--- src/rtl/icb_master_agent_if.sv ---
// ICB command/response bus bundle between the master agent and an ICB slave.
interface icb_master_agent_if;
  logic        icb_cmd_valid;
  logic        icb_cmd_ready;
  logic [31:0] icb_cmd_addr;
  logic        icb_cmd_read;
  logic [63:0] icb_cmd_wdata;
  logic [7:0]  icb_cmd_wmask;
  logic        icb_rsp_valid;
  logic        icb_rsp_ready;
  logic [63:0] icb_rsp_rdata;
  logic        icb_rsp_err;

  modport master (
    output icb_cmd_valid, icb_cmd_addr, icb_cmd_read, icb_cmd_wdata, icb_cmd_wmask,
    output icb_rsp_ready,
    input  icb_cmd_ready, icb_rsp_valid, icb_rsp_rdata, icb_rsp_err
  );

  modport slave (
    input  icb_cmd_valid, icb_cmd_addr, icb_cmd_read, icb_cmd_wdata, icb_cmd_wmask,
    input  icb_rsp_ready,
    output icb_cmd_ready, icb_rsp_valid, icb_rsp_rdata, icb_rsp_err
  );
endinterface

--- src/rtl/icb_master_agent.sv ---
// ICB initiator: registered command stage, outstanding tracking, in-order typed responses.
// Optional response timeout watchdog enabled by defining ICB_MST_TIMEOUT_EN.
module icb_master_agent #(
  parameter int unsigned MAX_OUTSTANDING = 4,
  parameter int unsigned TIMEOUT_CYCLES  = 256
) (
  input  logic               clk,
  input  logic               rst,
  input  logic               req_valid,
  output logic               req_ready,
  input  logic [31:0]        req_addr,
  input  logic               req_read,
  input  logic [63:0]        req_wdata,
  input  logic [7:0]         req_wmask,
  output logic               resp_valid,
  input  logic               resp_ready,
  output logic [63:0]        resp_rdata,
  output logic               resp_read,
  output logic               resp_err,
  icb_master_agent_if.master icb,
  output logic               busy,
  output logic               unexp_rsp,
  output logic               timeout
);

  localparam int unsigned CntW = $clog2(MAX_OUTSTANDING + 1);
  localparam int unsigned InfW = CntW + 1;
  localparam int unsigned PtrW = (MAX_OUTSTANDING > 1) ? $clog2(MAX_OUTSTANDING) : 1;

  logic                       cmd_valid_q;
  logic [31:0]                cmd_addr_q;
  logic                       cmd_read_q;
  logic [63:0]                cmd_wdata_q;
  logic [7:0]                 cmd_wmask_q;
  logic [CntW-1:0]            outst_q, outst_d;
  logic [MAX_OUTSTANDING-1:0] type_q;
  logic [PtrW-1:0]            wr_ptr_q, wr_ptr_d, rd_ptr_q, rd_ptr_d;
  logic                       resp_valid_q, resp_read_q, resp_err_q;
  logic [63:0]                resp_rdata_q;
  logic                       unexp_q;

  logic            req_hs, cmd_hs, rsp_hs, rsp_take, outst_zero;
  logic            push, pop, pop_type;
  logic [InfW-1:0] inflight;

  assign outst_zero = (outst_q == '0);
  assign inflight   = {1'b0, outst_q} + InfW'(cmd_valid_q);

  // The pending command is counted so its handshake can never overshoot the type FIFO.
  assign req_ready = !rst && (!cmd_valid_q || icb.icb_cmd_ready) &&
                     (inflight < InfW'(MAX_OUTSTANDING));
  assign icb.icb_rsp_ready = !rst && (!resp_valid_q || resp_ready);

  assign req_hs = req_valid && req_ready;
  assign cmd_hs = cmd_valid_q && icb.icb_cmd_ready;
  assign rsp_hs = icb.icb_rsp_valid && icb.icb_rsp_ready;

  // A response racing the first command's handshake belongs to that command.
  assign rsp_take = rsp_hs && (!outst_zero || cmd_hs);
  assign pop      = rsp_hs && !outst_zero;
  assign push     = cmd_hs && !(rsp_take && outst_zero);
  assign pop_type = outst_zero ? cmd_read_q : type_q[rd_ptr_q];

  always_comb begin
    outst_d  = outst_q;
    wr_ptr_d = wr_ptr_q;
    rd_ptr_d = rd_ptr_q;
    if (cmd_hs && !rsp_take) begin
      outst_d = outst_q + 1'b1;
    end else if (!cmd_hs && rsp_take) begin
      outst_d = outst_q - 1'b1;
    end
    if (push) begin
      wr_ptr_d = (wr_ptr_q == PtrW'(MAX_OUTSTANDING - 1)) ? '0 : wr_ptr_q + 1'b1;
    end
    if (pop) begin
      rd_ptr_d = (rd_ptr_q == PtrW'(MAX_OUTSTANDING - 1)) ? '0 : rd_ptr_q + 1'b1;
    end
  end

  always_ff @(posedge clk or posedge rst) begin
    if (rst) begin
      cmd_valid_q  <= 1'b0;
      cmd_addr_q   <= '0;
      cmd_read_q   <= 1'b0;
      cmd_wdata_q  <= '0;
      cmd_wmask_q  <= '0;
      outst_q      <= '0;
      type_q       <= '0;
      wr_ptr_q     <= '0;
      rd_ptr_q     <= '0;
      resp_valid_q <= 1'b0;
      resp_read_q  <= 1'b0;
      resp_err_q   <= 1'b0;
      resp_rdata_q <= '0;
      unexp_q      <= 1'b0;
    end else begin
      if (req_hs) begin
        cmd_valid_q <= 1'b1;
        cmd_addr_q  <= req_addr;
        cmd_read_q  <= req_read;
        cmd_wdata_q <= req_wdata;
        cmd_wmask_q <= req_wmask;
      end else if (cmd_hs) begin
        cmd_valid_q <= 1'b0;
      end
      if (push) begin
        type_q[wr_ptr_q] <= cmd_read_q;
      end
      outst_q  <= outst_d;
      wr_ptr_q <= wr_ptr_d;
      rd_ptr_q <= rd_ptr_d;
      if (rsp_take) begin
        resp_valid_q <= 1'b1;
        resp_read_q  <= pop_type;
        resp_err_q   <= icb.icb_rsp_err;
        resp_rdata_q <= pop_type ? icb.icb_rsp_rdata : '0;
      end else if (resp_ready) begin
        resp_valid_q <= 1'b0;
      end
      if (rsp_hs && !rsp_take) begin
        unexp_q <= 1'b1;
      end
    end
  end

`ifdef ICB_MST_TIMEOUT_EN
  localparam int unsigned ToW = $clog2(TIMEOUT_CYCLES + 1);

  logic [ToW-1:0] to_cnt_q, to_cnt_d;
  logic           timeout_q;

  always_comb begin
    to_cnt_d = to_cnt_q;
    if (rsp_hs || outst_zero) begin
      to_cnt_d = '0;
    end else if (to_cnt_q != ToW'(TIMEOUT_CYCLES)) begin
      to_cnt_d = to_cnt_q + 1'b1;
    end
  end

  always_ff @(posedge clk or posedge rst) begin
    if (rst) begin
      to_cnt_q  <= '0;
      timeout_q <= 1'b0;
    end else begin
      to_cnt_q  <= to_cnt_d;
      timeout_q <= timeout_q || (to_cnt_d == ToW'(TIMEOUT_CYCLES));
    end
  end

  assign timeout = timeout_q;
`else
  assign timeout = 1'b0;
`endif

  assign icb.icb_cmd_valid = cmd_valid_q;
  assign icb.icb_cmd_addr  = cmd_addr_q;
  assign icb.icb_cmd_read  = cmd_read_q;
  assign icb.icb_cmd_wdata = cmd_wdata_q;
  assign icb.icb_cmd_wmask = cmd_wmask_q;

  assign resp_valid = resp_valid_q;
  assign resp_rdata = resp_rdata_q;
  assign resp_read  = resp_read_q;
  assign resp_err   = resp_err_q;
  assign unexp_rsp  = unexp_q;
  assign busy       = cmd_valid_q || !outst_zero || resp_valid_q;

endmodule

--- src/flat_wrapper.sv ---
// flat-port wrapper written by rule: the top's interface ports become plain ports
module icb_master_agent_flat 
#(
  parameter int unsigned MAX_OUTSTANDING = 4,
  parameter int unsigned TIMEOUT_CYCLES  = 256
)
  (clk, rst, req_valid, req_ready, req_addr, req_read, req_wdata, req_wmask, resp_valid, resp_ready, resp_rdata, resp_read, resp_err, busy, unexp_rsp, timeout, icb_icb_cmd_valid, icb_icb_cmd_addr, icb_icb_cmd_read, icb_icb_cmd_wdata, icb_icb_cmd_wmask, icb_icb_rsp_ready, icb_icb_cmd_ready, icb_icb_rsp_valid, icb_icb_rsp_rdata, icb_icb_rsp_err);
  icb_master_agent_if icb_i ();
  input  logic clk;
  input  logic rst;
  input  logic req_valid;
  output logic req_ready;
  input  logic [31:0] req_addr;
  input  logic req_read;
  input  logic [63:0] req_wdata;
  input  logic [7:0] req_wmask;
  output logic resp_valid;
  input  logic resp_ready;
  output logic [63:0] resp_rdata;
  output logic resp_read;
  output logic resp_err;
  output logic busy;
  output logic unexp_rsp;
  output logic timeout;
  output wire logic [$bits(icb_i.icb_cmd_valid)-1:0] icb_icb_cmd_valid;
  output wire logic [$bits(icb_i.icb_cmd_addr)-1:0] icb_icb_cmd_addr;
  output wire logic [$bits(icb_i.icb_cmd_read)-1:0] icb_icb_cmd_read;
  output wire logic [$bits(icb_i.icb_cmd_wdata)-1:0] icb_icb_cmd_wdata;
  output wire logic [$bits(icb_i.icb_cmd_wmask)-1:0] icb_icb_cmd_wmask;
  output wire logic [$bits(icb_i.icb_rsp_ready)-1:0] icb_icb_rsp_ready;
  input wire logic [$bits(icb_i.icb_cmd_ready)-1:0] icb_icb_cmd_ready;
  input wire logic [$bits(icb_i.icb_rsp_valid)-1:0] icb_icb_rsp_valid;
  input wire logic [$bits(icb_i.icb_rsp_rdata)-1:0] icb_icb_rsp_rdata;
  input wire logic [$bits(icb_i.icb_rsp_err)-1:0] icb_icb_rsp_err;
  assign icb_icb_cmd_valid = icb_i.icb_cmd_valid;
  assign icb_icb_cmd_addr = icb_i.icb_cmd_addr;
  assign icb_icb_cmd_read = icb_i.icb_cmd_read;
  assign icb_icb_cmd_wdata = icb_i.icb_cmd_wdata;
  assign icb_icb_cmd_wmask = icb_i.icb_cmd_wmask;
  assign icb_icb_rsp_ready = icb_i.icb_rsp_ready;
  assign icb_i.icb_cmd_ready = icb_icb_cmd_ready;
  assign icb_i.icb_rsp_valid = icb_icb_rsp_valid;
  assign icb_i.icb_rsp_rdata = icb_icb_rsp_rdata;
  assign icb_i.icb_rsp_err = icb_icb_rsp_err;
  icb_master_agent #(.MAX_OUTSTANDING(MAX_OUTSTANDING), .TIMEOUT_CYCLES(TIMEOUT_CYCLES)) u_core (.clk(clk), .rst(rst), .req_valid(req_valid), .req_ready(req_ready), .req_addr(req_addr), .req_read(req_read), .req_wdata(req_wdata), .req_wmask(req_wmask), .resp_valid(resp_valid), .resp_ready(resp_ready), .resp_rdata(resp_rdata), .resp_read(resp_read), .resp_err(resp_err), .icb(icb_i), .busy(busy), .unexp_rsp(unexp_rsp), .timeout(timeout));
endmodule
--- config.mk ---
export PLATFORM = sky130hd
export DESIGN_NAME = icb_master_agent_flat
export DESIGN_NICKNAME = d
export VERILOG_FILES = /design/src/rtl/icb_master_agent_if.sv /design/src/rtl/icb_master_agent.sv /design/src/flat_wrapper.sv
export SDC_FILE = /design/constraint.sdc
export NUM_CORES = 1
export LEC_CHECK = 0
export BUFFER_PORTS_ARGS = -buffer_cell sky130_fd_sc_hd__buf_4
export CORE_MARGIN = 2
export CORE_UTILIZATION = 40
export CTS_CLUSTER_DIAMETER = 60
export DETAILED_ROUTE_END_ITERATION = 7
export GPL_ROUTABILITY_DRIVEN = 0
export PLACE_DENSITY_LB_ADDON = 0.05
export SLEW_MARGIN = 10
export SYNTH_ARGS = -nofsm -noshare
export SYNTH_HDL_FRONTEND = slang
export SYNTH_SLANG_ARGS = --single-unit
export TNS_END_PERCENT = 50
--- constraint.sdc ---
create_clock -name clk -period 15.1 [get_ports clk]
set_clock_uncertainty 0.1 [all_clocks]
set_input_delay 0.755 -clock clk [delete_from_list [all_inputs] [get_ports clk]]
set_output_delay 0.755 -clock clk [all_outputs]
set_load 0.03 [all_outputs]
# Yosys cells after proc, flatten, opt, wreduce, memory -nomap -nowiden
# Index checks and enable logic that the tools add are counted.
totals:
  register_bits: 185
  input_bits: 176
  output_inout_bits: 178
  word_cells: 70
classes:
  add_sub_neg: 5
  order_cmp: 4
  n_eq_ne: 2
  muxes: 15
  reduce_logical: 30
ops:
  columns: ["op", "count"]
  rows:
  - ["$mux 64", 1]
  - ["$logic_and 1x1->1", 14]
  - ["$logic_not 1->1", 7]
  - ["$mux 1", 7]
  - ["$lt 2x3->1 const B", 2]
  - ["$mux 3", 2]
  - ["$reduce_bool 2->1", 3]
  - ["$logic_or 1x1->1", 5]
  - ["$add 2x1->2 const B", 2]
  - ["$add 3x1->4", 1]
  - ["$bwmux 4", 1]
  - ["$eq 2x2->1 const B", 2]
  - ["$lt 4x3->1 const B", 1]
  - ["$mux 2", 2]
  - ["$add 3x1->3 const B", 1]
  - ["$logic_not 3->1", 1]
  - ["$sub 3x1->3 const B", 1]
  - ["$bmux 1 s2", 1]
  - ["$demux 1 s2", 1]
  - ["$ge 2x1->1 const B", 1]

# Longest topological paths before layout
logic_depth:
  ltp_word: 8
  mapped_depth: 10
  mapped_depth_nobuf: 9

# Worst setup path before layout
# Ideal clock, no wire load.
synth_timing:
  path_kind: "input -> output"
  start: "input port rst"
  end: "output port icb_icb_rsp_ready"
  t_arrival_ns: 5.222
  required_ns: 14.245
  slack_ns: 9.023
  cell_stages: 2
  path_buffers: 0
  path_cell_list: "inv_1 and2_1"
synth_via:
  elab_chain_len: 2
synth_rtl:
  columns: ["item", "line", "rtl"]
  rows:
  - ["start: declaration", "flat_wrapper.sv:10", "input logic rst;"]
  - ["$logic_not 1->1", "icb_master_agent.sv:52", "assign icb.icb_rsp_ready = !rst && (!resp_valid_q || resp_ready);"]
  - ["$logic_and 1x1->1", "icb_master_agent.sv:52", null]
  - ["end: declaration", "flat_wrapper.sv:30", "output wire logic [$bits(icb_i.icb_rsp_ready)-1:0] icb_icb_rsp_ready;"]
# No other way between the ends.

# Worst setup path after layout
layout_timing:
  start: "register u_core.outst_q[0]"
  end: "register u_core.cmd_wdata_q[13], in the netlist u_core.icb.icb_cmd_wdata[13]"
layout_via:
  elab_chain_len: 4
layout_rtl:
  columns: ["item", "line", "rtl"]
  rows:
  - ["start: declaration", "icb_master_agent.sv:35", "logic [CntW-1:0] outst_q, outst_d;"]
  - ["start signal: assignment", "icb_master_agent.sv:110", "outst_q <= outst_d;"]
  - ["$add 3x1->4", "icb_master_agent.sv:47", "assign inflight = {1'b0, outst_q} + InfW'(cmd_valid_q);"]
  - ["$lt 4x3->1", "icb_master_agent.sv:51", "(inflight < InfW'(MAX_OUTSTANDING));"]
  - ["$logic_and 1x1->1", "icb_master_agent.sv:50", "assign req_ready = !rst && (!cmd_valid_q || icb.icb_cmd_ready) &&"]
  - ["$logic_and 1x1->1", "icb_master_agent.sv:54", "assign req_hs = req_valid && req_ready;"]
  - ["end signal: assignment", "icb_master_agent.sv:102", "cmd_wdata_q <= req_wdata;"]
  - ["end: declaration", "icb_master_agent.sv:33", "logic [63:0] cmd_wdata_q;"]
# No other way between the ends.
# A chain may end at the register's enable or synchronous reset.

==> results_dict.tcl <==
set metrics [dict create \
    crit_chain "a21bo_2 > a211oi_2 > and2_4 > buf_4 > mux2_2" \
    cts-resized-gates 0 \
    ys_seq_area_frac 0.658 \
    core_sq_um 17200 \
    yosys_warnings 0 \
    drtIter0Drc 205 \
    htree_levels 4 \
    swShare 0.417 \
    intPower_mw 1.47 \
    wl_per_cell_um 18.2 \
    critPathKind "flop to flop" \
    arrival_ns 3.11 \
    slowest_delay_ns 0.73 \
    die_h_um 137 \
    antenna_found_initial 0 \
    grt_use_total 0.195 \
    synth_nets 620 \
    multi_input_area_sq_um 2180 \
    whs_ns 0.390 \
    setup_viol 0 \
    power_mw 2.52 \
    r2r_start "u_core.outst_q[0]$_DFFE_PP0P_" \
    syn_area_per_cell_sq_um 16.1 \
    r2r_cells 5 \
    seqCellArea_sq_um 4630 \
    seq_power_share 0.349 \
    relSlewSlack 0.429 \
    hold_viol_final 0 \
    min_to "u_core.resp_read$_DFFE_PP0P_" \
    place_area_sq_um 9790 \
    path_max_fanout 62 \
    clkLatencyLatePin_ns 0.42 \
    fmax_mhz 344 \
    fin_util 0.599 \
    vias 4933 \
    cts-root-buf "clkbuf_16" \
    p_clk_frac 0.160 \
    critical_path_required_ns 15.31 \
    fin_ws_ns 12.19 \
    grt_pass1_vias 5041 \
    grt_pass1_wl_um 27400 \
    vdd_drop_max_v 0.000117 \
    synth_ff_type "dfrtp_1" \
    hold_buffers 0 \
    hpwlAfterDp_um 13800 \
    status "complete, no violations" \
    drv_cap 0 \
    antenna_cells 0 \
    area_growth_pct 46.7 \
    slew_violations 0 \
    synth_cell_type_count 32 \
    clock_sinks 185 \
    initial_utilization 0.408 \
    end_kind "flop" \
    dieArea_sq_um 18700 \
    hp-class "flop to flop" \
    ys_ff_latch 185 \
    io_pins 354 \
    critPathSlowestCell "buf_4" \
    cts_buffers 17 \
    netlist_area_sq_um 7040 \
    ff2ff_setup_slack_ns 12.19 \
    period_share 0.193 \
    rows 48 \
    period_minus_slack_ns 2.91 \
    power_switching_mw 1.05 \
    async_reset_ff_frac 1.00 \
    post_cts_buffers 0 \
    wirelength_um 18600 \
    num-nets-final 968 \
    hold_depth 1 \
    pwr-share-comb 0.491 \
    final_area_sq_um 10300 \
    drive_gt1_frac 0.629 \
    overflow 0 \
    rsz0062_at_grt "false" \
    p_leak_nw 5.14 \
    setup_tns_ns 0 \
    drt_first_pass_iters 4 \
    drc_errors 0 \
    io_buffers 352 \
    hp-start "u_core.resp_read$_DFFE_PP0P_" \
    synth_edf_count 0 \
    via_per_inst 4.82 \
    p_per_area_nw_per_um2 244 \
    die_x_um 137 \
    clkSlewWorstSetupHoldPaths_ns 0.07 \
    ant_nets 0 \
    final_cells 1023 \
    dpl.cell_count 991 \
    grt_max_degree 128 \
    startpoint_type "flop" \
    tritoncts "built" \
    fillers 1413 \
    clockBufferDepth 2 \
    timing.rr.end "u_core.icb.icb_cmd_wdata[13]$_DFFE_PP0P_" \
    netlist_instances 437 \
    dpl_worst_slack_ns 11.76 \
    worst_pin_slew_ns 0.857 \
]
[layer usage]
layer	vias to the layer above	GRT usage	wire [um]
met5	-	0	0
met4	0	0.0741	373
met3	24	0.0585	1450
met2	205	0.341	9820
met1	2424	0.225	6970
li1	2280	-	-
[power groups by stage]
stage / clock network (mW) / registers (mW) / logic, mW
after floorplan: 0 / 1.32 / 0.313
after global placement: 0 / 0.880 / 1.23
after detailed placement: 0 / 0.884 / 1.25
after CTS: 0.415 / 0.881 / 1.25
after global routing: 0.432 / 0.911 / 1.30
final: 0.402 / 0.879 / 1.23
[Yosys cell counts, types with 2 or more instances]
library cell,number,area [sq um]
mux2_1,7,78.8
clkbuf_1,5,18.8
a22o_1,64,561
ha_1,6,75.1
and2_1,2,12.5
nor2_1,3,11.3
nand2_1,8,30.0
mux2_2,106,1190
xor2_1,2,17.5
buf_2,3,15.0
buf_6,11,124
a21o_1,3,22.5
dfrtp_1,185,4630
o21ai_0,2,10.0
buf_4,8,60.1
inv_1,6,22.5
[layout by cell type (no fill, tap or decap), types with 2 or more instances in the layout]
| cell type | count |
|---|---|
| a21o_1 | 3 |
| a22o_1 | 64 |
| buf_4 | 356 |
| clkbuf_16 | 17 |
| clkinv_2 | 4 |
| clkinv_4 | 5 |
| clkinvlp_4 | 4 |
| dfrtp_1 | 185 |
| ha_1 | 6 |
| inv_1 | 5 |
| mux2_1 | 7 |
| mux2_2 | 106 |
| nand2_1 | 8 |
| nor2_1 | 3 |
| o21ai_0 | 2 |
| xor2_1 | 2 |
[sequential cells by signal (all words and copies together), names as in the netlist, 2 cells and up]
signal                    count
u_core.icb.icb_cmd_wdata     64
u_core.resp_rdata            64
u_core.icb.icb_cmd_addr      32
u_core.icb.icb_cmd_wmask      8
u_core.type_q                 4
u_core.outst_q                3
u_core.rd_ptr_q               2
u_core.wr_ptr_q               2
[kinds of logic after synthesis]
family,Yosys count,synth area share
simple gates,20,0.0151
other cells,1,0.000533
buf+inv,33,0.0341
xor+xnor,3,0.00373
mux,114,0.184
flops,185,0.658
fa+ha+maj,7,0.0135
compound gates,74,0.0915
[layout make-up]
| class | count | area share |
|---|---|---|
| clock buffer | 18 | 0.0416 |
| multi-input combinational | 219 | 0.211 |
| timing repair buffer | 356 | 0.259 |
| tap | 225 | 0.0273 |
| inverter | 6 | 0.00291 |
| clock inverter | 14 | 0.00993 |
| sequential | 185 | 0.448 |
[worst max-delay path by stage]
stage                                        from                                       end  cells after the start
floorplan                                     rst                         icb_icb_rsp_ready                      2
global placement                icb_icb_cmd_ready  u_core.icb.icb_cmd_wdata[51]$_DFFE_PP0P_                      6
detailed placement              icb_icb_cmd_ready  u_core.icb.icb_cmd_wdata[51]$_DFFE_PP0P_                      6
CTS                                           rst                         icb_icb_rsp_ready                      4
global route        u_core.outst_q[0]$_DFFE_PP0P_   u_core.icb.icb_cmd_wmask[3]$_DFFE_PP0P_                      5
finish              u_core.outst_q[0]$_DFFE_PP0P_  u_core.icb.icb_cmd_wdata[13]$_DFFE_PP0P_                      5
[worst max-delay path: cells and delay by family, from the launching register on]
kind,cells,cell delay (ns)
buffers and inverters,1,0.73
and+or+nand+nor,1,0.57
AOI/OAI and AO/OA,2,0.48
DFF,1,0.44
muxes,1,0.41
Note: power is estimated with default switching activity, not from simulation.
